===== config.mk =====
export PLATFORM = sky130hd
export DESIGN_NAME = dcache_cacheop_responder
export DESIGN_NICKNAME = d
export VERILOG_FILES = /design/src/rtl/dcache_pkg.sv /design/src/rtl/dcache_cacheop_responder_line_wb_seq.sv /design/src/rtl/dcache_cacheop_responder.sv
export SDC_FILE = /design/constraint.sdc
export NUM_CORES = 1
export LEC_CHECK = 0
export CAP_MARGIN = 20
export CORE_ASPECT_RATIO = 0.8
export CORE_MARGIN = 10
export CORE_UTILIZATION = 45
export DETAILED_ROUTE_END_ITERATION = 8
export PLACE_DENSITY = 0.83
export SLEW_MARGIN = 20
export SYNTH_ARGS = -nofsm -noshare
export SYNTH_HDL_FRONTEND = slang
export SYNTH_SLANG_ARGS = --single-unit

===== constraint.sdc =====
create_clock -name clk -period 4 [get_ports clk]
set_input_delay 0.8 -clock clk [delete_from_list [all_inputs] [get_ports clk]]
set_output_delay 0.8 -clock clk [all_outputs]
set_load 0.03 [all_outputs]

===== src/rtl/dcache_pkg.sv =====
// Shared definitions for the dcache CACHE-instruction responder: op codes,
// the responder state encoding and the IDLE dispatch decoder.
package dcache_pkg;

  localparam int TAG_W      = 20;
  localparam int LINE_WORDS = 8;
  localparam int WORD_BITS  = $clog2(LINE_WORDS);

  localparam logic [2:0] CACHEOP_IWBI = 3'b000;
  localparam logic [2:0] CACHEOP_IST  = 3'b010;
  localparam logic [2:0] CACHEOP_HI   = 3'b100;
  localparam logic [2:0] CACHEOP_HWBI = 3'b101;
  localparam logic [1:0] CACHE_SEL_D  = 2'b01;

  typedef enum logic [2:0] {
    IDLE,
    LOOKUP,
    WB_ADDR,
    WB_DATA,
    INVAL,
    WRITE_TAG,
    DONE
  } state_t;

  // First state after accepting a request; anything not aimed at the dcache
  // or not a supported op completes without touching the arrays.
  function automatic state_t cacheop_entry(input logic [4:0] op);
    state_t nxt;
    nxt = DONE;
    if (op[1:0] == CACHE_SEL_D) begin
      case (op[4:2])
        CACHEOP_IST:                             nxt = WRITE_TAG;
        CACHEOP_IWBI, CACHEOP_HI, CACHEOP_HWBI:  nxt = LOOKUP;
        default:                                 nxt = DONE;
      endcase
    end
    return nxt;
  endfunction

endpackage


===== src/rtl/dcache_cacheop_responder_line_wb_seq.sv =====
// Streams one cache line from the data array onto the writeback burst port,
// then waits for the write response before signalling done.
module dcache_line_wb_seq
  import dcache_pkg::*;
(
  input  logic                 clk,
  input  logic                 rst,
  input  logic                 start,
  output logic                 rd_en,
  output logic [WORD_BITS-1:0] rd_word,
  input  logic [31:0]          rd_data,
  output logic                 wvalid,
  output logic [31:0]          wdata,
  output logic                 wlast,
  input  logic                 wready,
  input  logic                 wb_done,
  output logic                 done
);

  typedef enum logic [1:0] {SQ_IDLE, SQ_RUN, SQ_RESP} seq_t;

  seq_t                 phase;
  logic [WORD_BITS:0]   rd_ptr;
  logic                 pend;
  logic [WORD_BITS-1:0] pend_w;
  logic                 cur_v;
  logic [WORD_BITS-1:0] cur_w;
  logic [31:0]          cur_d;
  logic                 fire;

  assign fire = cur_v && wready;
  // Next word is fetched while the current beat is on the bus, so returning
  // data always lands in an empty beat register.
  assign rd_en   = (phase == SQ_RUN) && !pend && !rd_ptr[WORD_BITS] && (!cur_v || fire);
  assign rd_word = rd_en ? rd_ptr[WORD_BITS-1:0] : '0;
  assign wvalid  = cur_v && !rst;
  assign wdata   = cur_v ? cur_d : '0;
  assign wlast   = cur_v && (cur_w == WORD_BITS'(LINE_WORDS - 1));
  assign done    = (phase == SQ_RESP) && wb_done;

  always_ff @(posedge clk) begin
    if (rst) begin
      phase  <= SQ_IDLE;
      rd_ptr <= '0;
      pend   <= 1'b0;
      cur_v  <= 1'b0;
    end else begin
      case (phase)
        SQ_IDLE: if (start) begin
          phase  <= SQ_RUN;
          rd_ptr <= '0;
        end
        SQ_RUN: begin
          pend <= rd_en;
          if (rd_en) rd_ptr <= rd_ptr + 1'b1;
          if (pend) cur_v <= 1'b1;
          else if (fire) cur_v <= 1'b0;
          if (fire && wlast) phase <= SQ_RESP;
        end
        SQ_RESP: if (wb_done) phase <= SQ_IDLE;
        default: phase <= SQ_IDLE;
      endcase
    end
  end

  always_ff @(posedge clk) begin
    if (rd_en) pend_w <= rd_ptr[WORD_BITS-1:0];
    if (pend) begin
      cur_d <= rd_data;
      cur_w <= pend_w;
    end
  end

endmodule


===== src/rtl/dcache_cacheop_responder.sv =====
// CACHE-instruction responder for the dcache: index/hit invalidate, index
// store tag and dirty-line writeback. Optional counters: DCACHE_CACHEOP_STATS_EN.
module dcache_cacheop_responder
  import dcache_pkg::*;
#(
  parameter int WAYS        = 2,
  parameter int SET_BITS    = 7,
  parameter int OFFSET_BITS = 5,
  localparam int WAY_BITS   = $clog2(WAYS)
) (
  input  logic                  clk,
  input  logic                  rst,
  input  logic                  dcache_req,
  input  logic [4:0]            dcache_op,
  input  logic [31:0]           dcache_addr,
  input  logic [TAG_W-1:0]      dcache_tag,
  input  logic                  dcache_valid,
  input  logic                  dcache_dirty,
  output logic                  dcache_ok,
  output logic                  busy,
  output logic                  tag_rd_en,
  output logic [SET_BITS-1:0]   tag_rd_idx,
  input  logic [WAYS*TAG_W-1:0] tag_rd_tag,
  input  logic [WAYS-1:0]       tag_rd_v,
  input  logic [WAYS-1:0]       tag_rd_d,
  output logic                  tag_wr_en,
  output logic [WAY_BITS-1:0]   tag_wr_way,
  output logic [SET_BITS-1:0]   tag_wr_idx,
  output logic [TAG_W-1:0]      tag_wr_tag,
  output logic                  tag_wr_v,
  output logic                  tag_wr_d,
  output logic                  data_rd_en,
  output logic [WAY_BITS-1:0]   data_rd_way,
  output logic [SET_BITS-1:0]   data_rd_idx,
  output logic [2:0]            data_rd_word,
  input  logic [31:0]           data_rd_data,
  output logic                  wb_req,
  output logic [31:0]           wb_addr,
  input  logic                  wb_addr_ok,
  output logic                  wb_wvalid,
  output logic [31:0]           wb_wdata,
  output logic                  wb_wlast,
  input  logic                  wb_wready,
  input  logic                  wb_done
`ifdef DCACHE_CACHEOP_STATS_EN
  ,
  output logic [31:0]           stat_ops,
  output logic [31:0]           stat_wbs
`endif
);

  state_t                state;
  logic                  just_done;
  logic                  accept;
  logic [2:0]            op_q;
  logic [TAG_W-1:0]      atag_q;
  logic [SET_BITS-1:0]   idx_q;
  logic [TAG_W-1:0]      tag_q;
  logic                  v_q;
  logic                  d_q;
  logic [WAY_BITS-1:0]   way_q;
  logic [TAG_W-1:0]      line_tag_q;
  logic                  hit;
  logic [WAY_BITS-1:0]   hit_way;
  logic                  hit_op;
  logic [WAY_BITS-1:0]   tgt_way;
  logic                  tgt_v;
  logic                  tgt_d;
  logic [TAG_W-1:0]      tgt_tag;
  logic                  seq_start;
  logic                  seq_done;
  logic                  unused_ok;

  assign unused_ok = ^{dcache_addr[OFFSET_BITS-1:0]};

  // The request is still held during the cycle after ok; skip that cycle.
  assign accept    = (state == IDLE) && dcache_req && !just_done;
  assign tag_rd_en = accept && !rst && (cacheop_entry(dcache_op) == LOOKUP);
  assign tag_rd_idx = tag_rd_en ? dcache_addr[OFFSET_BITS +: SET_BITS] : '0;

  // Lowest-numbered valid matching way wins when several ways hit.
  always_comb begin
    hit     = 1'b0;
    hit_way = '0;
    for (int w = WAYS - 1; w >= 0; w--) begin
      if (tag_rd_v[w] && (tag_rd_tag[w*TAG_W +: TAG_W] == atag_q)) begin
        hit     = 1'b1;
        hit_way = WAY_BITS'(w);
      end
    end
  end

  assign hit_op  = (op_q == CACHEOP_HI) || (op_q == CACHEOP_HWBI);
  assign tgt_way = hit_op ? hit_way : way_q;
  assign tgt_v   = hit_op ? hit : tag_rd_v[way_q];
  assign tgt_d   = tag_rd_d[tgt_way];
  assign tgt_tag = tag_rd_tag[tgt_way*TAG_W +: TAG_W];

  always_ff @(posedge clk) begin
    if (rst) begin
      state     <= IDLE;
      just_done <= 1'b0;
    end else begin
      just_done <= (state == DONE);
      case (state)
        IDLE:      if (accept) state <= cacheop_entry(dcache_op);
        LOOKUP: begin
          if (!tgt_v)                   state <= DONE;
          else if (op_q == CACHEOP_HI)  state <= INVAL;
          else if (tgt_d)               state <= WB_ADDR;
          else                          state <= INVAL;
        end
        WB_ADDR:   if (wb_addr_ok) state <= WB_DATA;
        WB_DATA:   if (seq_done) state <= INVAL;
        INVAL:     state <= DONE;
        WRITE_TAG: state <= DONE;
        DONE:      state <= IDLE;
        default:   state <= IDLE;
      endcase
    end
  end

  always_ff @(posedge clk) begin
    if (accept) begin
      op_q   <= dcache_op[4:2];
      atag_q <= dcache_addr[31 -: TAG_W];
      idx_q  <= dcache_addr[OFFSET_BITS +: SET_BITS];
      way_q  <= dcache_addr[OFFSET_BITS+SET_BITS +: WAY_BITS];
      tag_q  <= dcache_tag;
      v_q    <= dcache_valid;
      d_q    <= dcache_dirty;
    end else if (state == LOOKUP) begin
      way_q      <= tgt_way;
      line_tag_q <= tgt_tag;
    end
  end

  assign dcache_ok  = (state == DONE);
  assign busy       = (state != IDLE);
  assign tag_wr_en  = (state == INVAL) || (state == WRITE_TAG);
  assign tag_wr_way = tag_wr_en ? way_q : '0;
  assign tag_wr_idx = tag_wr_en ? idx_q : '0;
  assign tag_wr_tag = (state == WRITE_TAG) ? tag_q : ((state == INVAL) ? line_tag_q : '0);
  assign tag_wr_v   = (state == WRITE_TAG) && v_q;
  assign tag_wr_d   = (state == WRITE_TAG) && d_q;

  assign wb_req    = (state == WB_ADDR) && !rst;
  assign wb_addr   = wb_req ? {line_tag_q, idx_q, {OFFSET_BITS{1'b0}}} : '0;
  assign seq_start = (state == WB_ADDR) && wb_addr_ok;

  assign data_rd_way = data_rd_en ? way_q : '0;
  assign data_rd_idx = data_rd_en ? idx_q : '0;

  dcache_line_wb_seq u_seq (
    .clk     (clk),
    .rst     (rst),
    .start   (seq_start),
    .rd_en   (data_rd_en),
    .rd_word (data_rd_word),
    .rd_data (data_rd_data),
    .wvalid  (wb_wvalid),
    .wdata   (wb_wdata),
    .wlast   (wb_wlast),
    .wready  (wb_wready),
    .wb_done (wb_done),
    .done    (seq_done)
  );

`ifdef DCACHE_CACHEOP_STATS_EN
  always_ff @(posedge clk) begin
    if (rst) begin
      stat_ops <= '0;
      stat_wbs <= '0;
    end else begin
      if (dcache_ok) stat_ops <= stat_ops + 32'd1;
      if (wb_done)   stat_wbs <= stat_wbs + 32'd1;
    end
  end
`endif

endmodule


==> impl_metrics.py, run 1 <==
metrics = {
    "status": {
        "status": "completed",
    },
    "pwr": {
        "seqPwrFrac_pct": 36.5,
        "powerDensity_nw_per_um2": 544,
        "comb_power_share_pct": 32.0,
        "p_switching_uw": 1570,
        "clkPwrFrac_pct": 31.5,
        "internal_power_uw": 3370,
        "peakVddDrop_mv": 0.469,
        "p_leak_uw": 0.00321,
        "p_sw_share_pct": 31.8,
    },
    "timing": {
        "setup_viol": 0,
        "fin_crit_ns": 3.80,
        "rsz0062_at_grt": "false",
        "worstMarginPinSlew_ns": 0.974,
        "finalSetupTns_ns": 0,
        "post-route-period-util_pct": 95.0,
        "slew-limit-headroom_pct": 35.0,
        "finalHoldViolations": 0,
        "max_freq_mhz": 263,
        "drv_slew": 0,
        "fin_skew_ns": 0.00566,
    },
    "floorplanning": {
        "initial_core_util_pct": 46.6,
        "core.rowCount": 36,
        "die_h_um": 121,
        "coreArea_um2": 12400,
        "die-area_um2": 17800,
        "fp.dieW_um": 147,
        "io_pins": 261,
    },
    "critical_path": {
        "cp.arrival_ns": 3.00,
        "crit_chain": "clkdlybuf4s50_1 -> nand2b_1 -> or2_2 -> nor4_4 -> and2_1 -> clkdlybuf4s50_1",
        "reg2reg_to": "line_tag_q[11]",
        "crit_required_ns": 3.20,
        "path_max_fanout": 8,
        "timing.rr.start": "atag_q[11]",
        "end_kind": "output port",
        "reg2regPathDepth": 7,
        "critical_path.max_stage_delay_ns": 0.68,
        "crit_start": "dcache_req",
        "critPathKind": "in2out",
        "cp_common_cell": "clkdlybuf4s50_1",
        "crit_path_top_delay_cell": "clkdlybuf4s50_1",
        "start_kind": "input pin",
        "r2r_slack_ns": 1.50,
    },
    "routing": {
        "vias": 4420,
        "avgRoutedWirePerCell_um": 20.6,
        "wl_mm": 18.2,
        "first_iter_violations": 259,
        "drt_pass1_iterations": 5,
        "drtAntennaViolNets": 0,
        "vias_per_cell": 4.99,
        "drc_errors": 0,
    },
    "placed_design": {
        "io_buffers": 250,
        "place_inst": 853,
        "dp_hpwl_mm": 14.1,
        "place_congestion": 0.870,
    },
    "global_routing": {
        "grt_usage_pct": 20.0,
        "grt_pass1_vias": 4743,
        "grt_max_degree": 38,
        "grt_pass1_wl_mm": 27.2,
        "grt_overflow": 0,
        "antenna_found_initial": 0,
    },
    "yosys": {
        "synth_edf_count": 111,
        "synthTopCellsByArea": "edfxtp_1 58%, and2_1 9.2%, dfxtp_1 4.2%",
        "synth_most_common_cell": "edfxtp_1",
        "synth_compound_area_share_pct": 3.62,
        "ys_seq_area_share_pct": 61.9,
        "synth-warning-count": 0,
        "synth.largest_area_cell": "edfxtp_1",
        "synth-seq-cells": 123,
        "synth_top_area_share_pct": 57.7,
        "synth_top_family_by_area": "simple AND/OR/NAND/NOR gates",
        "ys.flop_type": "edfxtp_1",
        "synth_area_um2": 5770,
        "synth_fa_ha_area_share_pct": 0.217,
        "synth_common_cells": "111 x edfxtp_1, 85 x and2_1, 33 x nor2_1, 24 x mux2i_1, 24 x xor2_1",
        "synthMuxAreaShare_pct": 8.26,
        "yosysUniqueCellTypes": 50,
        "synth_simple_gate_area_share_pct": 17.3,
        "synthCells": 439,
        "avgSynthCellArea_um2": 13.2,
        "async_flop_share_pct": 0,
        "synth_xor_area_share_pct": 6.22,
    },
    "finish": {
        "nets": 843,
        "area_delta_synth_final_pct": 57.4,
        "drive_gt1_share_pct": 9.94,
        "diodes": 0,
        "fin_cells": 885,
    },
    "clock_tree": {
        "cts_resized": 0,
        "clockRootBuffer": "clkbuf_16",
        "cts_buffers": 17,
        "cts.sinks": 123,
        "tritoncts": "done",
        "clock_path_buffers": 2,
        "path_clk_slew_ns": 0.05,
        "post-cts-setup-buffers": 0,
        "htree_levels": 4,
        "clk_latency_ns": 0.41,
        "postCtsHoldBufs": 0,
    },
    "hold_path": {
        "whs_path_depth": 0,
        "min_to": "u_seq.cur_w[2]",
        "worstHoldPathType": "reg2reg",
        "min_from": "u_seq.pend_w[2]",
    },
    "job": {
        "cap_violations": 0,
    },
}
==> power groups by stage <==
stage | clock (uW) | sequential (uW) | combinational [uW]
floorplan | 0 | 1800 | 931
global placement | 0 | 1820 | 1560
detailed placement | 0 | 1830 | 1580
CTS | 1590 | 1800 | 1590
global route | 1650 | 1830 | 1680
finish | 1560 | 1800 | 1580
==> how the worst max path moves through the flow <==
stage	to	cells past startpoint	slack (ns)
detailed placement	tag_rd_idx[5]	6	0.20
finish	tag_rd_idx[5]	6	0.20
floorplan	data_rd_idx[0]	4	0.97
CTS	tag_rd_idx[5]	6	0.19
global placement	tag_rd_idx[3]	6	0.26
global route	tag_rd_idx[5]	6	0.07
==> layout by cell type (no fill, tap or decap), types with 5 or more instances in the layout <==
cell type,count
edfxtp_1,111
nor3_1,5
mux2_2,20
a21oi_1,7
nor2_1,33
xnor2_1,17
buf_4,11
dfxtp_1,12
nand2_1,8
mux2i_1,24
xor2_1,24
nor4_1,6
conb_1,5
nand2b_1,9
clkdlybuf4s50_1,249
inv_1,5
nand3_1,5
and2_1,85
clkbuf_16,17
==> through the flow <==
stage | setup slack [ns] | hold WS (ns) | instance area [um2] | total power (uW) | utilization, %
final | 0.200 | 0.426 | 9090 | 4940 | 73.4
after global routing | 0.0710 | 0.438 | 9090 | 5160 | 73.4
after CTS | 0.188 | 0.427 | 9090 | 4980 | 73.4
after detailed placement | 0.204 | 0.411 | 8480 | 3410 | 68.5
after global placement | 0.256 | 0.404 | 8480 | 3380 | 68.5
after floorplan | 0.968 | 0.400 | 5790 | 2730 | -
==> kinds of logic (layout without fill, tap and decap cells) <==
| kind of cell | after synthesis | count (layout) |
|---|---|---|
| compound gates | 27 | 27 |
| xor+xnor | 41 | 41 |
| fa+ha+maj | 1 | 1 |
| buf+inv | 28 | 299 |
| flops | 123 | 123 |
| mux | 45 | 45 |
| other cells | 1 | 5 |
| simple gates | 173 | 173 |
==> critical path, delay by kind of cell <==
| family | cells | cell delay [ns] |
|---|---|---|
| simple gates | 4 | 1.07 |
| buf+inv | 2 | 1.14 |
==> state kept, by name, summed over array words and instances, names as in the netlist, 2 cells and up <==
register	count
u_seq.pend_w	3
u_seq.phase	2
u_seq.rd_ptr	4
atag_q	20
tag_q	20
op_q	3
line_tag_q	20
u_seq.cur_w	3
idx_q	7
state	3
u_seq.cur_d	32
==> layer usage <==
| metal | part of all wire [%] | up-vias | GRT usage [%] |
|---|---|---|---|
| li1 | - | 2078 | - |
| met1 | 40 | 2107 | 22.8 |
| met2 | 48 | 217 | 33.1 |
| met3 | 10 | 18 | 8.87 |
| met4 | 1.8 | 0 | 6.37 |
| met5 | 0 | - | 0 |
==> layout make-up <==
type                            instances  area, um2
Clock inverter                         11        144
Clock buffer                           21        460
Tap cell                              171        214
Fill cell                             814       3300
Sequential cell                       123       3570
Multi-Input combinational cell        292       2080
Inverter                                6       22.5
Timing Repair Buffer                  261       2590
(Power assumes the default switching activity.)
==> run 2: changes to the inputs <==
SLEW_MARGIN = not set   (was 20)
==> results of run 2 <==
The final DEF is identical to that of run 1; final timing and power are the same.
==> run 3: changes to the inputs <==
CAP_MARGIN = not set   (was 20)
SKIP_LAST_GASP = 1   (was not set)
==> results of run 3 <==
The final DEF is identical to that of run 1; final timing and power are the same.
